### config.mk
export PLATFORM = sky130hd
export DESIGN_NAME = seven_segment_rx_flat
export DESIGN_NICKNAME = d
export VERILOG_FILES = /design/src/rtl/seven_segment_rx_if.sv /design/src/rtl/seven_segment_rx.sv /design/src/flat_wrapper.sv
export SDC_FILE = /design/constraint.sdc
export NUM_CORES = 1
export LEC_CHECK = 0
export CAP_MARGIN = 0
export CORE_AREA = 2 2 87 89
export CTS_CLUSTER_DIAMETER = 60
export CTS_CLUSTER_SIZE = 14
export DETAILED_ROUTE_END_ITERATION = 12
export DIE_AREA = 0 0 89 91
export DONT_BUFFER_PORTS = 1
export HOLD_SLACK_MARGIN = 0.1
export SYNTH_ARGS = -nofsm -noshare
export SYNTH_HDL_FRONTEND = slang
export SYNTH_SLANG_ARGS = --single-unit
### constraint.sdc
create_clock -name clk -period 5 [get_ports clk]
set_input_delay 0.5 -clock clk [delete_from_list [all_inputs] [get_ports clk]]
set_output_delay 0.5 -clock clk [all_outputs]
set_load 0.05 [all_outputs]
### src/rtl/seven_segment_rx_if.sv
// Seven-segment display bus: segment/digit-enable lines from the driver and
// the decoded frame returned by the receiver.
interface seven_segment_rx_if;
  logic [6:0]  LED_out;
  logic        d0;
  logic        d1;
  logic        d2;
  logic        d3;
  logic [15:0] value;
  logic        valid;
  logic        err;

  modport master (
    output LED_out, d0, d1, d2, d3,
    input  value, valid, err
  );

  modport slave (
    input  LED_out, d0, d1, d2, d3,
    output value, valid, err
  );
endinterface

### src/rtl/seven_segment_rx.sv
// Decodes a multiplexed 4-digit seven-segment bus back into a 16-bit word,
// capturing each digit once it has been stable for SETTLE samples.
module seven_segment_rx #(
  parameter int unsigned SETTLE = 4
) (
  input logic               clk,
  input logic               rst,
  seven_segment_rx_if.slave bus
);

  localparam int unsigned SEG_W  = 7;
  localparam int unsigned DIG_N  = 4;
  localparam int unsigned NIB_W  = 4;
  localparam int unsigned WORD_W = 16;
  localparam int unsigned CNT_W  = 8;
  localparam logic [CNT_W-1:0] CNT_MAX = '1;

  typedef enum logic [1:0] {
    ST_IDLE,
    ST_SETTLE,
    ST_HELD
  } state_t;

  state_t             state, state_n;
  logic [SEG_W-1:0]   seg_q;
  logic [DIG_N-1:0]   dig_q;
  logic [SEG_W-1:0]   prev_pat;
  logic [1:0]         prev_idx;
  logic [CNT_W-1:0]   cnt, cnt_n, run_c;
  logic [WORD_W-1:0]  shadow, shadow_n;
  logic [DIG_N-1:0]   mask, mask_n;
  logic [WORD_W-1:0]  value_q, value_n;
  logic               valid_q, valid_n;
  logic               err_q, err_n;

  logic [SEG_W-1:0]   pat_c;
  logic [DIG_N-1:0]   en_c;
  logic               active_c;
  logic [1:0]         idx_c;
  logic               same_c;
  logic [NIB_W-1:0]   nib_c;
  logic               nib_ok_c;
  logic               capture_c;

  // Input register: everything downstream sees only the registered copy.
  always_ff @(posedge clk or posedge rst) begin
    if (rst) begin
      seg_q    <= '1;
      dig_q    <= '1;
      prev_pat <= '0;
      prev_idx <= '0;
    end else begin
      seg_q    <= bus.LED_out;
      dig_q    <= {bus.d3, bus.d2, bus.d1, bus.d0};
      prev_pat <= pat_c;
      prev_idx <= idx_c;
    end
  end

  assign pat_c    = ~seg_q;
  assign en_c     = ~dig_q;
  assign active_c = (en_c != '0) && ((en_c & (en_c - DIG_N'(1))) == '0);
  assign same_c   = (idx_c == prev_idx) && (pat_c == prev_pat);

  always_comb begin
    idx_c = 2'd0;
    case (en_c)
      4'b0010: idx_c = 2'd1;
      4'b0100: idx_c = 2'd2;
      4'b1000: idx_c = 2'd3;
      default: idx_c = 2'd0;
    endcase
  end

  // Logical abcdefg pattern to hex nibble; anything else is a bad digit.
  always_comb begin
    nib_c    = '0;
    nib_ok_c = 1'b1;
    case (pat_c)
      7'h7E: nib_c = 4'h0;
      7'h30: nib_c = 4'h1;
      7'h6D: nib_c = 4'h2;
      7'h79: nib_c = 4'h3;
      7'h33: nib_c = 4'h4;
      7'h5B: nib_c = 4'h5;
      7'h5F: nib_c = 4'h6;
      7'h70: nib_c = 4'h7;
      7'h7F: nib_c = 4'h8;
      7'h7B: nib_c = 4'h9;
      7'h77: nib_c = 4'hA;
      7'h1F: nib_c = 4'hB;
      7'h4E: nib_c = 4'hC;
      7'h3D: nib_c = 4'hD;
      7'h4F: nib_c = 4'hE;
      7'h47: nib_c = 4'hF;
      default: nib_ok_c = 1'b0;
    endcase
  end

  always_ff @(posedge clk or posedge rst) begin
    if (rst) begin
      state <= ST_IDLE;
      cnt   <= '0;
    end else begin
      state <= state_n;
      cnt   <= cnt_n;
    end
  end

  // run_c counts the current sample, so SETTLE = 1 captures on the first one.
  always_comb begin
    state_n   = state;
    cnt_n     = cnt;
    run_c     = '0;
    capture_c = 1'b0;
    if (!active_c) begin
      state_n = ST_IDLE;
      cnt_n   = '0;
    end else if (state == ST_HELD && same_c) begin
      state_n = ST_HELD;
    end else begin
      if (state == ST_SETTLE && same_c)
        run_c = (cnt == CNT_MAX) ? cnt : cnt + CNT_W'(1);
      else
        run_c = CNT_W'(1);
      cnt_n = run_c;
      if (run_c >= CNT_W'(SETTLE)) begin
        state_n   = ST_HELD;
        capture_c = 1'b1;
      end else begin
        state_n = ST_SETTLE;
      end
    end
  end

  // Frame assembly: the completing nibble is folded into value on the same edge.
  always_comb begin
    shadow_n = shadow;
    mask_n   = mask;
    value_n  = value_q;
    valid_n  = 1'b0;
    err_n    = 1'b0;
    if (capture_c) begin
      if (nib_ok_c) begin
        shadow_n[{idx_c, 2'b00} +: NIB_W] = nib_c;
        mask_n = mask | (DIG_N'(1) << idx_c);
        if (mask_n == '1) begin
          value_n = shadow_n;
          valid_n = 1'b1;
          mask_n  = '0;
        end
      end else begin
        err_n  = 1'b1;
        mask_n = '0;
      end
    end
  end

  always_ff @(posedge clk or posedge rst) begin
    if (rst) begin
      shadow  <= '0;
      mask    <= '0;
      value_q <= '0;
      valid_q <= 1'b0;
      err_q   <= 1'b0;
    end else begin
      shadow  <= shadow_n;
      mask    <= mask_n;
      value_q <= value_n;
      valid_q <= valid_n;
      err_q   <= err_n;
    end
  end

  assign bus.value = value_q;
  assign bus.valid = valid_q;
  assign bus.err   = err_q;

endmodule
### src/flat_wrapper.sv
// flat-port wrapper written by rule: the top's interface ports become plain ports
module seven_segment_rx_flat 
#(
  parameter int unsigned SETTLE = 4
)
  (clk, rst, bus_LED_out, bus_d0, bus_d1, bus_d2, bus_d3, bus_value, bus_valid, bus_err);
  seven_segment_rx_if bus_i ();
  input logic clk;
  input logic rst;
  input wire logic [$bits(bus_i.LED_out)-1:0] bus_LED_out;
  input wire logic [$bits(bus_i.d0)-1:0] bus_d0;
  input wire logic [$bits(bus_i.d1)-1:0] bus_d1;
  input wire logic [$bits(bus_i.d2)-1:0] bus_d2;
  input wire logic [$bits(bus_i.d3)-1:0] bus_d3;
  output wire logic [$bits(bus_i.value)-1:0] bus_value;
  output wire logic [$bits(bus_i.valid)-1:0] bus_valid;
  output wire logic [$bits(bus_i.err)-1:0] bus_err;
  assign bus_i.LED_out = bus_LED_out;
  assign bus_i.d0 = bus_d0;
  assign bus_i.d1 = bus_d1;
  assign bus_i.d2 = bus_d2;
  assign bus_i.d3 = bus_d3;
  assign bus_value = bus_i.value;
  assign bus_valid = bus_i.valid;
  assign bus_err = bus_i.err;
  seven_segment_rx #(.SETTLE(SETTLE)) u_core (.clk(clk), .rst(rst), .bus(bus_i));
endmodule
# Word-level counts from Yosys, hierarchy flattened
# Cells that the tools add are included.
[totals]
register_bits = 68
inputBits = 13
output_inout_bits = 18
wordCells = 80
[op_classes]
add_sub_neg = 3
n_lt_le_gt_ge = 1
n_eq_ne = 26
n_shift = 3
mux = 23
bitwise_logic = 4
reduce_logical = 9
[ops]
columns = ["operator", "n"]
rows = [
  ["$eq A7 B7 Y1 const B", 12],
  ["$pmux W4 S15", 1],
  ["$mux W8", 6],
  ["$eq A7 B6 Y1 const B", 3],
  ["$bwmux W16", 1],
  ["$reduce_or A16 Y1", 1],
  ["$shift A4 B6 Y16 const A", 1],
  ["$shiftx A4 B6 Y16", 1],
  ["$mux W1", 9],
  ["$add A8 B1 Y8 const B", 1],
  ["$eq A4 B4 Y1 const B", 2],
  ["$eq A8 B8 Y1 const B", 1],
  ["$ge A8 B3 Y1 const B", 1],
  ["$mux W4", 2],
  ["$eq A7 B5 Y1 const B", 1],
  ["$eq A7 B7 Y1", 1],
  ["$not A7 Y7", 1],
  ["$mux W2", 3],
  ["$neg A4 Y6", 1],
  ["$pmux W2 S3", 1],
  ["$and A4 B4 Y4", 1],
  ["$eq A4 B2 Y1 const B", 1],
  ["$eq A4 B3 Y1 const B", 1],
  ["$logic_and A1 B1 Y1", 4],
  ["12 further kinds", 12],
]

# Longest topological paths before layout
# Gate-level depths: netlist of run 1.
[depth]
word_depth = 14
mapped_depth = 10

# Worst setup path after synthesis of run 1
# Ideal clock, no wire load.
[synth_timing]
kind = "register to register"
startpoint = "register u_core.dig_q[3]"
endpoint = "register u_core.value_q[0], in the netlist u_core.bus.value[0]"
setup_ns = 0.125
t_arrival_ns = 2.312
t_required_ns = 4.875
slack_ns = 2.563
stages_incl_launch_ff = 11
path_buffers = 2
synth_period_minus_slack_ns = 2.437
cell_sequence = "dfstp_2 > buf_4 > xor2_1 > nand3_1 > inv_1 > ha_1 > o22ai_1 > nor2_1 > nand3_4 > buf_6 > mux2_4"
[synth_via]
elab_chain_len = 14
[synth_rtl]
columns = ["item", "line_no", "source"]
rows = [
  ["from (decl)", "seven_segment_rx.sv:26", "logic [DIG_N-1:0] dig_q;"],
  ["from (signal assigned)", "seven_segment_rx.sv:54", "dig_q <= {bus.d3, bus.d2, bus.d1, bus.d0};"],
  ["$not A4 Y4 (*)", "seven_segment_rx.sv:61", "assign en_c = ~dig_q;"],
  ["$eq A4 B4 Y1, or another cell as far along", "seven_segment_rx.sv:67", "case (en_c)"],
  ["$pmux W2 S3 (*)", "seven_segment_rx.sv:67", ""],
  ["net u_core.idx_c[0]", "seven_segment_rx.sv:39", "logic [1:0] idx_c;"],
  ["$eq A2 B2 Y1", "seven_segment_rx.sv:63", "assign same_c = (idx_c == prev_idx) && (pat_c == prev_pat);"],
  ["$logic_and A1 B1 Y1", "seven_segment_rx.sv:63", ""],
  ["$logic_and A1 B1 Y1", "seven_segment_rx.sv:122", "if (state == ST_SETTLE && same_c)"],
  ["$mux W8", "seven_segment_rx.sv:122", ""],
  ["$mux W8", "seven_segment_rx.sv:119", "end else if (state == ST_HELD && same_c) begin"],
  ["$mux W8", "seven_segment_rx.sv:116", "if (!active_c) begin"],
  ["$ge A8 B3 Y1", "seven_segment_rx.sv:127", "if (run_c >= CNT_W'(SETTLE)) begin"],
  ["$mux W1", "seven_segment_rx.sv:127", ""],
  ["$mux W1", "seven_segment_rx.sv:119", ""],
  ["$mux W1", "seven_segment_rx.sv:116", ""],
  ["$reduce_and A3 Y1 (no source line)", "n/a", ""],
  ["to (signal assigned)", "seven_segment_rx.sv:169", "value_q <= value_n;"],
  ["to (decl)", "seven_segment_rx.sv:32", "logic [WORD_W-1:0] value_q, value_n;"],
]
# Mark *: on every way through the listed nets, which the timed path passes. The rest lies on a longest branch. The select of a mux whose other input is x is not followed.
# A chain may end at the register's enable or synchronous reset.

# Worst setup path after layout of run 1
[layout_timing]
startpoint = "register u_core.dig_q[3]"
endpoint = "register u_core.value_q[2], in the netlist u_core.bus.value[2]"
# The elaborated chain is that of the path after synthesis.

==> metrics.txt, run 1 <==
# TYPE chip_impl_metric gauge
chip_impl_metric{name="cts_hold_buf",unit=""} 0
chip_impl_metric{name="postCtsSetupBuffers",unit=""} 0
chip_impl_metric{name="netlist_area",unit="sq um"} 3500
chip_impl_metric{name="drt-wirelength-per-cell",unit="um"} 16.8
chip_impl_metric{name="post_cts_resize_count",unit=""} 0
chip_impl_metric{name="grt.overflow.total",unit=""} 0
chip_impl_metric{name="yosys.area_share.simple",unit=""} 0.147
chip_impl_metric{name="detailedRoute.firstIterationViolations",unit=""} 110
chip_impl_metric{name="detailroute.wirelength.met2",unit="mm"} 3.29
chip_impl_metric{name="start_util",unit=""} 0.491
chip_impl_metric{name="setup_total_negative_slack",unit="ps"} 0
chip_impl_metric{name="p_switching",unit="mW"} 0.282
chip_impl_metric{name="synth.net_count",unit=""} 338
chip_impl_metric{name="final-seq-area",unit="sq um"} 1720
chip_impl_info{name="worst_r2r_startpoint",value="u_core.dig_q[3]"} 1
chip_impl_metric{name="int_power",unit="mW"} 0.871
chip_impl_metric{name="ctsHtreeMaxLevel",unit=""} 3
chip_impl_metric{name="die_w",unit="um"} 89
chip_impl_info{name="tritoncts",value="done"} 1
chip_impl_metric{name="via_count",unit=""} 2421
chip_impl_metric{name="worstPathRequired",unit="ps"} 5220
chip_impl_info{name="highest_count_cells_in_the_layout_ignoring_fill_and_taps",value="57 x sky130_fd_sc_hd__dfrtp_1, 24 x sky130_fd_sc_hd__o2bb2ai_1, 20 x sky130_fd_sc_hd__nor2_1"} 1
chip_impl_metric{name="hold_violations",unit=""} 0
chip_impl_metric{name="synthesis.instances",unit=""} 318
chip_impl_metric{name="power_density",unit="nW/um^2"} 307
chip_impl_metric{name="synth-adder-area-share",unit=""} 0.0250
chip_impl_metric{name="routed_via_density",unit=""} 5.79
chip_impl_metric{name="compound_cell_area_share_of_the_yosys_netlist",unit=""} 0.195
chip_impl_metric{name="fraction_of_the_yosys_area_taken_by_sequential_cells",unit=""} 0.490
chip_impl_metric{name="drt_drc_violations_left",unit=""} 0
chip_impl_metric{name="place.detailed.hpwl",unit="mm"} 4.84
chip_impl_info{name="critical_path.startpoint_type",value="flip-flop"} 1
chip_impl_metric{name="synth-xor-area-share",unit=""} 0.0300
chip_impl_metric{name="diode_insertion_count_for_antenna_repair",unit=""} 0
chip_impl_info{name="main_combinational_cell_family_by_area_after_synthesis",value="compound AO/OA/AOI/OAI gates"} 1
chip_impl_metric{name="cp.arrival",unit="ps"} 2920
chip_impl_info{name="hold_path.startpoint",value="bus_d0"} 1
chip_impl_metric{name="synth_warnings",unit=""} 0
chip_impl_metric{name="worst_hold_slack",unit="ps"} 152
chip_impl_metric{name="slew_violations",unit=""} 0
chip_impl_metric{name="clock-sinks",unit=""} 68
chip_impl_metric{name="route.final.wire_length",unit="mm"} 7.00
chip_impl_info{name="most_common_library_cell_in_the_layout_ignoring_fill_and_taps",value="sky130_fd_sc_hd__dfrtp_1"} 1
chip_impl_metric{name="final.period_utilization",unit=""} 0.539
chip_impl_metric{name="post_synth_mux_area_share",unit=""} 0.0679
chip_impl_metric{name="groute.usage.overall",unit=""} 0.188
chip_impl_info{name="timing_worst_setup_path_type",value="flip-flop to flip-flop"} 1
chip_impl_metric{name="place_congestion",unit=""} 0.881
chip_impl_metric{name="layout_min_cycle_time",unit="ps"} 2690
chip_impl_metric{name="number_of_global_route_vias_before_repair",unit=""} 2340
chip_impl_metric{name="share_clk_of_total_power",unit=""} 0.438
chip_impl_metric{name="seq_power_share",unit=""} 0.503
chip_impl_metric{name="clock_transition_at_path_regs",unit="ps"} 80
chip_impl_info{name="ys_top_cells_by_area",value="sky130_fd_sc_hd__dfrtp_1 41%, sky130_fd_sc_hd__dfstp_2 8.3%, sky130_fd_sc_hd__o2bb2ai_1 6.0%, sky130_fd_sc_hd__mux2_4 4.3%, sky130_fd_sc_hd__a21oi_1 2.7%"} 1
chip_impl_metric{name="setup_viol_count_final",unit=""} 0
chip_impl_info{name="worstSetupEndpointType",value="flip-flop"} 1
chip_impl_metric{name="cp_max_fo",unit=""} 16
chip_impl_metric{name="detailedRoute.firstPassIterationCount",unit=""} 5
chip_impl_metric{name="layout.filler_cells",unit=""} 655
chip_impl_metric{name="number_of_antenna_violations_at_the_first_check_in_global_routing",unit=""} 0
chip_impl_info{name="clock-root-buffer",value="sky130_fd_sc_hd__clkbuf_8"} 1
chip_impl_metric{name="core_area",unit="sq um"} 7140
chip_impl_metric{name="setup_ws_pre_cts",unit="ps"} 2290
chip_impl_metric{name="port-buffer-count",unit=""} 0
chip_impl_info{name="top_signal_layer_used",value="met4"} 1
chip_impl_metric{name="p_leak",unit="nW"} 1.63
chip_impl_metric{name="total_die_area",unit="sq um"} 8100
chip_impl_info{name="status",value="complete, no violations"} 1
chip_impl_info{name="worst_setup_path_startpoint",value="u_core.dig_q[3]"} 1
chip_impl_metric{name="clk_path_buf_depth",unit=""} 2
chip_impl_metric{name="power_frac_comb",unit=""} 0.059
chip_impl_metric{name="timing.slew.headroom",unit=""} 0.445
chip_impl_metric{name="finalWorstSetupSlack",unit="ps"} 2310
chip_impl_info{name="min_path_type",value="input port to flip-flop"} 1
chip_impl_metric{name="timing.clock.skew",unit="ps"} 14.1
chip_impl_metric{name="worst_skew_pair.late_latency",unit="ps"} 340
chip_impl_metric{name="achievable-frequency",unit="MHz"} 371
chip_impl_metric{name="row_count",unit=""} 31
chip_impl_metric{name="die_outline_height",unit="um"} 91
chip_impl_metric{name="max_cap_viol_count",unit=""} 0
chip_impl_metric{name="synthDistinctLibCells",unit=""} 58
chip_impl_metric{name="post_synth_arst_share",unit=""} 1.00
chip_impl_metric{name="share_of_cells_above_drive_strength_1",unit=""} 0.179
chip_impl_metric{name="ir_drop",unit="mV"} 0.168
chip_impl_metric{name="total_power",unit="mW"} 1.15
chip_impl_info{name="rsz_0062_raised_after_global_routing",value="false"} 1
chip_impl_metric{name="synth.ff_latch_count",unit=""} 68
chip_impl_metric{name="antenna_violating_nets_post_route",unit=""} 0
chip_impl_metric{name="met1_layer_wirelength_in_the_final_routing",unit="mm"} 3.33
chip_impl_metric{name="synth.top_cell.area_share",unit=""} 0.407
chip_impl_metric{name="number_of_clock_buffers_inserted_by_tritoncts",unit=""} 9
chip_impl_metric{name="syn_avg_cell_area",unit="sq um"} 11.0
chip_impl_metric{name="switching_share",unit=""} 0.245
chip_impl_metric{name="worst_pin_slew",unit="ps"} 832
chip_impl_metric{name="area.growth.synth_to_final",unit="%"} 7.33
chip_impl_metric{name="finish.net_count",unit=""} 334
chip_impl_metric{name="finish.utilization",unit=""} 0.526
chip_impl_metric{name="io_pins",unit=""} 31
chip_impl_info{name="synth.largest_area_cell",value="sky130_fd_sc_hd__dfrtp_1"} 1
chip_impl_metric{name="multiInputGateArea",unit="sq um"} 1630
chip_impl_metric{name="grt_pass1_wl",unit="mm"} 11.7
chip_impl_metric{name="largest_net_degree_at_the_start_of_global_routing",unit=""} 69
chip_impl_metric{name="detailroute.wirelength.met3",unit="um"} 256
chip_impl_info{name="most_instantiated_flip_flop_cell_in_the_synthesis_netlist",value="sky130_fd_sc_hd__dfrtp_1"} 1
chip_impl_metric{name="synth_enable_flop_cells",unit=""} 0
==> through the flow <==
| stage | cell area [sq um] | instances |
|---|---|---|
| after floorplan | 3500 | 318 |
| after global placement | 3530 | 402 |
| after detailed placement | 3530 | 402 |
| after CTS | 3760 | 418 |
| after global routing | 3760 | 418 |
| final | 3760 | 418 |
==> power by group through the flow <==
| stage | clock (mW) | combinational (mW) | sequential (mW) |
|---|---|---|---|
| 5_1_grt | 0.550 | 0.0778 | 0.582 |
| 6_report | 0.506 | 0.0680 | 0.580 |
| 3_5_place_dp | 0 | 0.0684 | 0.591 |
| 2_1_floorplan | 0 | 0.0659 | 0.579 |
| 4_1_cts | 0.520 | 0.0687 | 0.580 |
| 3_3_place_gp | 0 | 0.0679 | 0.590 |
==> path summary, 6_finish.rpt <==
path | cells after the start | endpoint | slack (ps)
max reg2reg | 8 | u_core.bus.value[2] | 2310
min in group asynchronous | 2 | u_core.bus.value[4] | 290
max | 8 | u_core.bus.value[2] | 2310
min reg2reg | 1 | u_core.shadow[0] | 490
min | 0 | u_core.dig_q[0] | 150
max in group asynchronous | 2 | u_core.bus.value[12] | 4160
==> synth_stat cells, types with 3 or more instances <==
library cell,count
sky130_fd_sc_hd__a211oi_1,4
sky130_fd_sc_hd__a21oi_1,19
sky130_fd_sc_hd__a22o_1,9
sky130_fd_sc_hd__and3_1,6
sky130_fd_sc_hd__buf_2,6
sky130_fd_sc_hd__buf_6,3
sky130_fd_sc_hd__clkbuf_1,4
sky130_fd_sc_hd__dfrtp_1,57
sky130_fd_sc_hd__dfstp_2,11
sky130_fd_sc_hd__ha_1,7
sky130_fd_sc_hd__inv_1,16
sky130_fd_sc_hd__mux2_2,6
sky130_fd_sc_hd__mux2_4,10
sky130_fd_sc_hd__nand2_1,12
sky130_fd_sc_hd__nand2b_1,4
sky130_fd_sc_hd__nand3_1,16
sky130_fd_sc_hd__nand4_1,3
sky130_fd_sc_hd__nor2_1,20
sky130_fd_sc_hd__nor2b_1,3
sky130_fd_sc_hd__nor3_1,8
sky130_fd_sc_hd__nor3b_1,3
sky130_fd_sc_hd__o21ai_0,9
sky130_fd_sc_hd__o22ai_1,3
sky130_fd_sc_hd__o2bb2ai_1,24
sky130_fd_sc_hd__o31ai_1,3
sky130_fd_sc_hd__xnor2_1,3
sky130_fd_sc_hd__xor2_1,9
==> worst max-delay path: stages (launching register included) <==
cell and delay [ps]:
sky130_fd_sc_hd__dfstp_2 610, sky130_fd_sc_hd__xor2_1 160, sky130_fd_sc_hd__nand3_1 220, sky130_fd_sc_hd__inv_1 270, sky130_fd_sc_hd__ha_1 290, sky130_fd_sc_hd__o22ai_1 90
sky130_fd_sc_hd__nor2_1 260, sky130_fd_sc_hd__nand3_4 290, sky130_fd_sc_hd__mux2_4 380
==> layer usage <==
metal  vias to the layer above  global-route usage
met3                         9              0.0318
met2                        49               0.285
met4                         0              0.0808
met5                         -                   0
met1                      1195               0.265
li1                       1168                   -
==> flip-flops by register name, indices dropped and copies added (netlist names), 4 cells and up <==
name and count:
u_core.prev_pat 7, u_core.cnt 8, u_core.seg_q 7, u_core.bus.value 16, u_core.shadow 16, u_core.mask 4
u_core.dig_q 4
==> layout make-up <==
class / count / area share
flip-flops and latches: 68 / 0.457
clock inverters: 7 / 0.0263
well taps: 99 / 0.0330
multi-input cells: 218 / 0.433
clock buffers: 9 / 0.0330
repair buffers: 1 / 0.00200
inverters: 16 / 0.0160
==> logic make-up (layout without fill, tap and decap cells) <==
family | after synthesis | after routing
simple gates | 91 | 91
compound gates | 90 | 90
flops | 68 | 68
buf+inv | 32 | 33
mux | 18 | 18
xor+xnor | 12 | 12
fa+ha+maj | 7 | 7
Note: power is estimated with default switching activity, not from simulation.
==> run 2: changes to the inputs <==
--- a/config.mk
+++ b/config.mk
@@ -13,6 +13,7 @@
 export DIE_AREA = 0 0 89 91
 export DONT_BUFFER_PORTS = 1
 export HOLD_SLACK_MARGIN = 0.1
+export PLACE_DENSITY = 0.66
 export SYNTH_ARGS = -nofsm -noshare
 export SYNTH_HDL_FRONTEND = slang
 export SYNTH_SLANG_ARGS = --single-unit
==> constraint.sdc (replaced) <==
create_clock -name clk -period 2.35 [get_ports clk]
set_input_delay 0.235 -clock clk [delete_from_list [all_inputs] [get_ports clk]]
set_output_delay 0.235 -clock clk [all_outputs]
set_load 0.05 [all_outputs]
==> run 2 against run 1 <==
  * Fmax rose by 15%
  * Critical path type unchanged
  * Hold slack improved by 83 ps
  * Global-route usage rose by 0.42 points
  * Highest routed layer unchanged
  * Combinational power rose to 3.4 times the previous value
  * Via count rose by 10%
  * Register-to-register slack got worse by 2300 ps
  * Critical path depth rose by 1
  * Clock-buffer cell count rose by 1
  * Clock skew barely moved
==> metrics.txt, run 2 (synthesis results as in run 1) <==
# TYPE chip_impl_metric gauge
chip_impl_info{name="status",value="complete, no violations"} 1
chip_impl_metric{name="io_pins",unit=""} 31
chip_impl_metric{name="design_area",unit="sq um"} 4310
chip_impl_metric{name="place_congestion",unit=""} 0.894
chip_impl_metric{name="worst_pin_slew",unit="ps"} 510
chip_impl_metric{name="clock-sinks",unit=""} 68
chip_impl_info{name="worstSetupEndpointType",value="flip-flop"} 1
chip_impl_metric{name="power_density",unit="nW/um^2"} 581
chip_impl_metric{name="setup_total_negative_slack",unit="ps"} 0
chip_impl_metric{name="finish.net_count",unit=""} 381
chip_impl_metric{name="largest_net_degree_at_the_start_of_global_routing",unit=""} 63
chip_impl_info{name="min_path_type",value="input port to asynchronous set/reset pin"} 1
chip_impl_metric{name="row_count",unit=""} 31
chip_impl_info{name="clock-root-buffer",value="sky130_fd_sc_hd__clkbuf_8"} 1
chip_impl_info{name="cp_cell_sequence",value="xor2_1, nand3_2, inv_4, ha_4, o22ai_2, nor2_2, nand3_4, buf_12, mux2_4"} 1
chip_impl_info{name="critPathTopFamily",value="flip-flops"} 1
chip_impl_metric{name="die_w",unit="um"} 89
chip_impl_metric{name="route.final.wire_length",unit="mm"} 7.71
chip_impl_info{name="highest_count_cells_in_the_layout_ignoring_fill_and_taps",value="57 x sky130_fd_sc_hd__dfrtp_1, 30 x sky130_fd_sc_hd__buf_4, 23 x sky130_fd_sc_hd__o2bb2ai_1"} 1
chip_impl_metric{name="number_of_antenna_violations_at_the_first_check_in_global_routing",unit=""} 0
chip_impl_metric{name="antenna_violating_nets_post_route",unit=""} 0
chip_impl_metric{name="timing.slew.headroom",unit=""} 0.660
chip_impl_metric{name="final.period_utilization",unit=""} 0.996
chip_impl_metric{name="routed_via_density",unit=""} 5.74
chip_impl_metric{name="detailedRoute.firstPassIterationCount",unit=""} 4
chip_impl_metric{name="area.growth.synth_to_final",unit="%"} 23.2
chip_impl_metric{name="worstPathRequired",unit="ps"} 2580
chip_impl_metric{name="ir_drop",unit="mV"} 0.384
chip_impl_metric{name="number_of_global_route_vias_before_repair",unit=""} 2540
chip_impl_metric{name="start_util",unit=""} 0.491
chip_impl_metric{name="layout_min_cycle_time",unit="ps"} 2340
chip_impl_metric{name="cp.arrival",unit="ps"} 2570
chip_impl_info{name="critical_path.startpoint_type",value="flip-flop"} 1
chip_impl_metric{name="grt.overflow.total",unit=""} 0
chip_impl_metric{name="place.detailed.hpwl",unit="mm"} 5.03
chip_impl_metric{name="multiInputGateArea",unit="sq um"} 1760
chip_impl_metric{name="max_cap_viol_count",unit=""} 0
chip_impl_metric{name="drt_drc_violations_left",unit=""} 0
chip_impl_metric{name="layout.filler_cells",unit=""} 585
chip_impl_metric{name="timing.clock.skew",unit="ps"} 14.3
chip_impl_metric{name="worst_hold_slack",unit="ps"} 235
chip_impl_metric{name="grt_pass1_wl",unit="mm"} 12.2
chip_impl_metric{name="drt-wirelength-per-cell",unit="um"} 16.6
chip_impl_info{name="most_common_library_cell_in_the_layout_ignoring_fill_and_taps",value="sky130_fd_sc_hd__dfrtp_1"} 1
chip_impl_metric{name="ctsHtreeMaxLevel",unit=""} 3
chip_impl_metric{name="critical_path_buf_inv_count",unit=""} 2
chip_impl_metric{name="core_area",unit="sq um"} 7140
chip_impl_metric{name="via_count",unit=""} 2671
chip_impl_metric{name="diode_insertion_count_for_antenna_repair",unit=""} 0
chip_impl_metric{name="worst_skew_pair.late_latency",unit="ps"} 350
chip_impl_metric{name="slew_violations",unit=""} 0
chip_impl_metric{name="groute.usage.overall",unit=""} 0.193
chip_impl_metric{name="placed_area",unit="sq um"} 3710
chip_impl_metric{name="share_of_cells_above_drive_strength_1",unit=""} 0.309
chip_impl_metric{name="total_die_area",unit="sq um"} 8100
chip_impl_info{name="tritoncts",value="done"} 1
chip_impl_metric{name="setup_viol_count_final",unit=""} 0
chip_impl_metric{name="hold_violations",unit=""} 0
chip_impl_info{name="timing.critical_path.slowest_stage_cell",value="sky130_fd_sc_hd__dfstp_2"} 1
chip_impl_metric{name="p_leak",unit="nW"} 1.89
chip_impl_metric{name="final-seq-area",unit="sq um"} 1720
chip_impl_metric{name="total_power",unit="mW"} 2.50
chip_impl_info{name="timing_worst_setup_path_type",value="flip-flop to flip-flop"} 1
chip_impl_metric{name="number_of_clock_buffers_inserted_by_tritoncts",unit=""} 9
chip_impl_metric{name="port-buffer-count",unit=""} 0
chip_impl_metric{name="worst_path_largest_cell_delay",unit="ps"} 600
chip_impl_metric{name="clk_path_buf_depth",unit=""} 2
chip_impl_metric{name="achievable-frequency",unit="MHz"} 427
chip_impl_metric{name="clock_transition_at_path_regs",unit="ps"} 70
chip_impl_metric{name="detailedRoute.firstIterationViolations",unit=""} 282
chip_impl_metric{name="cp_max_fo",unit=""} 8
chip_impl_metric{name="die_outline_height",unit="um"} 91
run 2: cell types whose count changed in the layout (fill, tap and decap cells not counted), sizes merged:
cell and delta:
inv -2, dlygate4sd3 +12, clkbuf +2, buf +34
clkinvlp +1
run 2: per-stage QoR:
step | std cells | worst slack [ps] | util
2_1_floorplan | 318 | 15.2 | -
3_3_place_gp | 423 | 26.4 | 0.519
3_5_place_dp | 423 | -61.4 | 0.519
4_1_cts | 453 | 8.10 | 0.572
5_1_grt | 465 | -52.4 | 0.604
6_report | 465 | 9.86 | 0.604
run 2: final timing paths:
kind                                  start                  end  cells past startpoint  slack (ps)
setup / recovery            u_core.dig_q[1]  u_core.bus.value[0]                      9          10
hold / removal                          rst        u_core.cnt[7]                      2         230
setup reg to reg            u_core.dig_q[1]  u_core.bus.value[0]                      9          10
hold reg to reg            u_core.shadow[8]     u_core.shadow[8]                      1         490
max in group asynchronous               rst      u_core.seg_q[6]                      3        1510
min in group clk                     bus_d0      u_core.dig_q[0]                      1         430
run 2: final cells by class:
type,instances,area share
well taps,99,0.0287
repair buffers,48,0.100
inverters,16,0.0151
clock inverters,6,0.0206
flip-flops and latches,68,0.398
multi-input cells,218,0.408
clock buffers,10,0.0296
run 2: worst reg2reg max path: stages, from the launching register on:
cell and delay (ps):
sky130_fd_sc_hd__dfstp_2 600, sky130_fd_sc_hd__xor2_1 200, sky130_fd_sc_hd__nand3_2 250, sky130_fd_sc_hd__inv_4 180, sky130_fd_sc_hd__ha_4 150, sky130_fd_sc_hd__o22ai_2 60, sky130_fd_sc_hd__nor2_2 210, sky130_fd_sc_hd__nand3_4 130
sky130_fd_sc_hd__buf_12 160, sky130_fd_sc_hd__mux2_4 290
run 2: what timing repair did:
| action | CTS | global route |
|---|---|---|
| gates resized for setup | 0 | 30 |
| pin swaps | 1 | 10 |
| endpoints found under the hold margin | 68 | 0 |
| buffers inserted | 2 | 12 |
| endpoints found under the setup margin | 16 | 36 |
| hold buffers | 12 | 0 |
run 2: per-layer routing:
layer | global-route usage | routed length, um | vias up
li1 | - | - | 1261
met2 | 0.302 | 3730 | 74
met4 | 0.0672 | 156 | 0
met1 | 0.269 | 3500 | 1321
met5 | 0 | 0 | -
met3 | 0.0327 | 316 | 15
run 2: power breakdown:
part | leakage (nW) | switching (mW) | internal (mW) | total, mW
Combinational | 0.897 | 0.127 | 0.102 | 0.229
Sequential | 0.893 | 0.0295 | 1.20 | 1.23
Clock | 0.102 | 0.449 | 0.597 | 1.05
Total | 1.89 | 0.606 | 1.90 | 2.50
==> run 3: changes to the inputs <==
--- a/config.mk
+++ b/config.mk
@@ -5,7 +5,6 @@
 export SDC_FILE = /design/constraint.sdc
 export NUM_CORES = 1
 export LEC_CHECK = 0
-export CAP_MARGIN = 0
 export CORE_AREA = 2 2 87 89
 export CTS_CLUSTER_DIAMETER = 60
 export CTS_CLUSTER_SIZE = 14
==> results of run 3 <==
The final DEF is identical to that of run 2; final timing and power are the same.
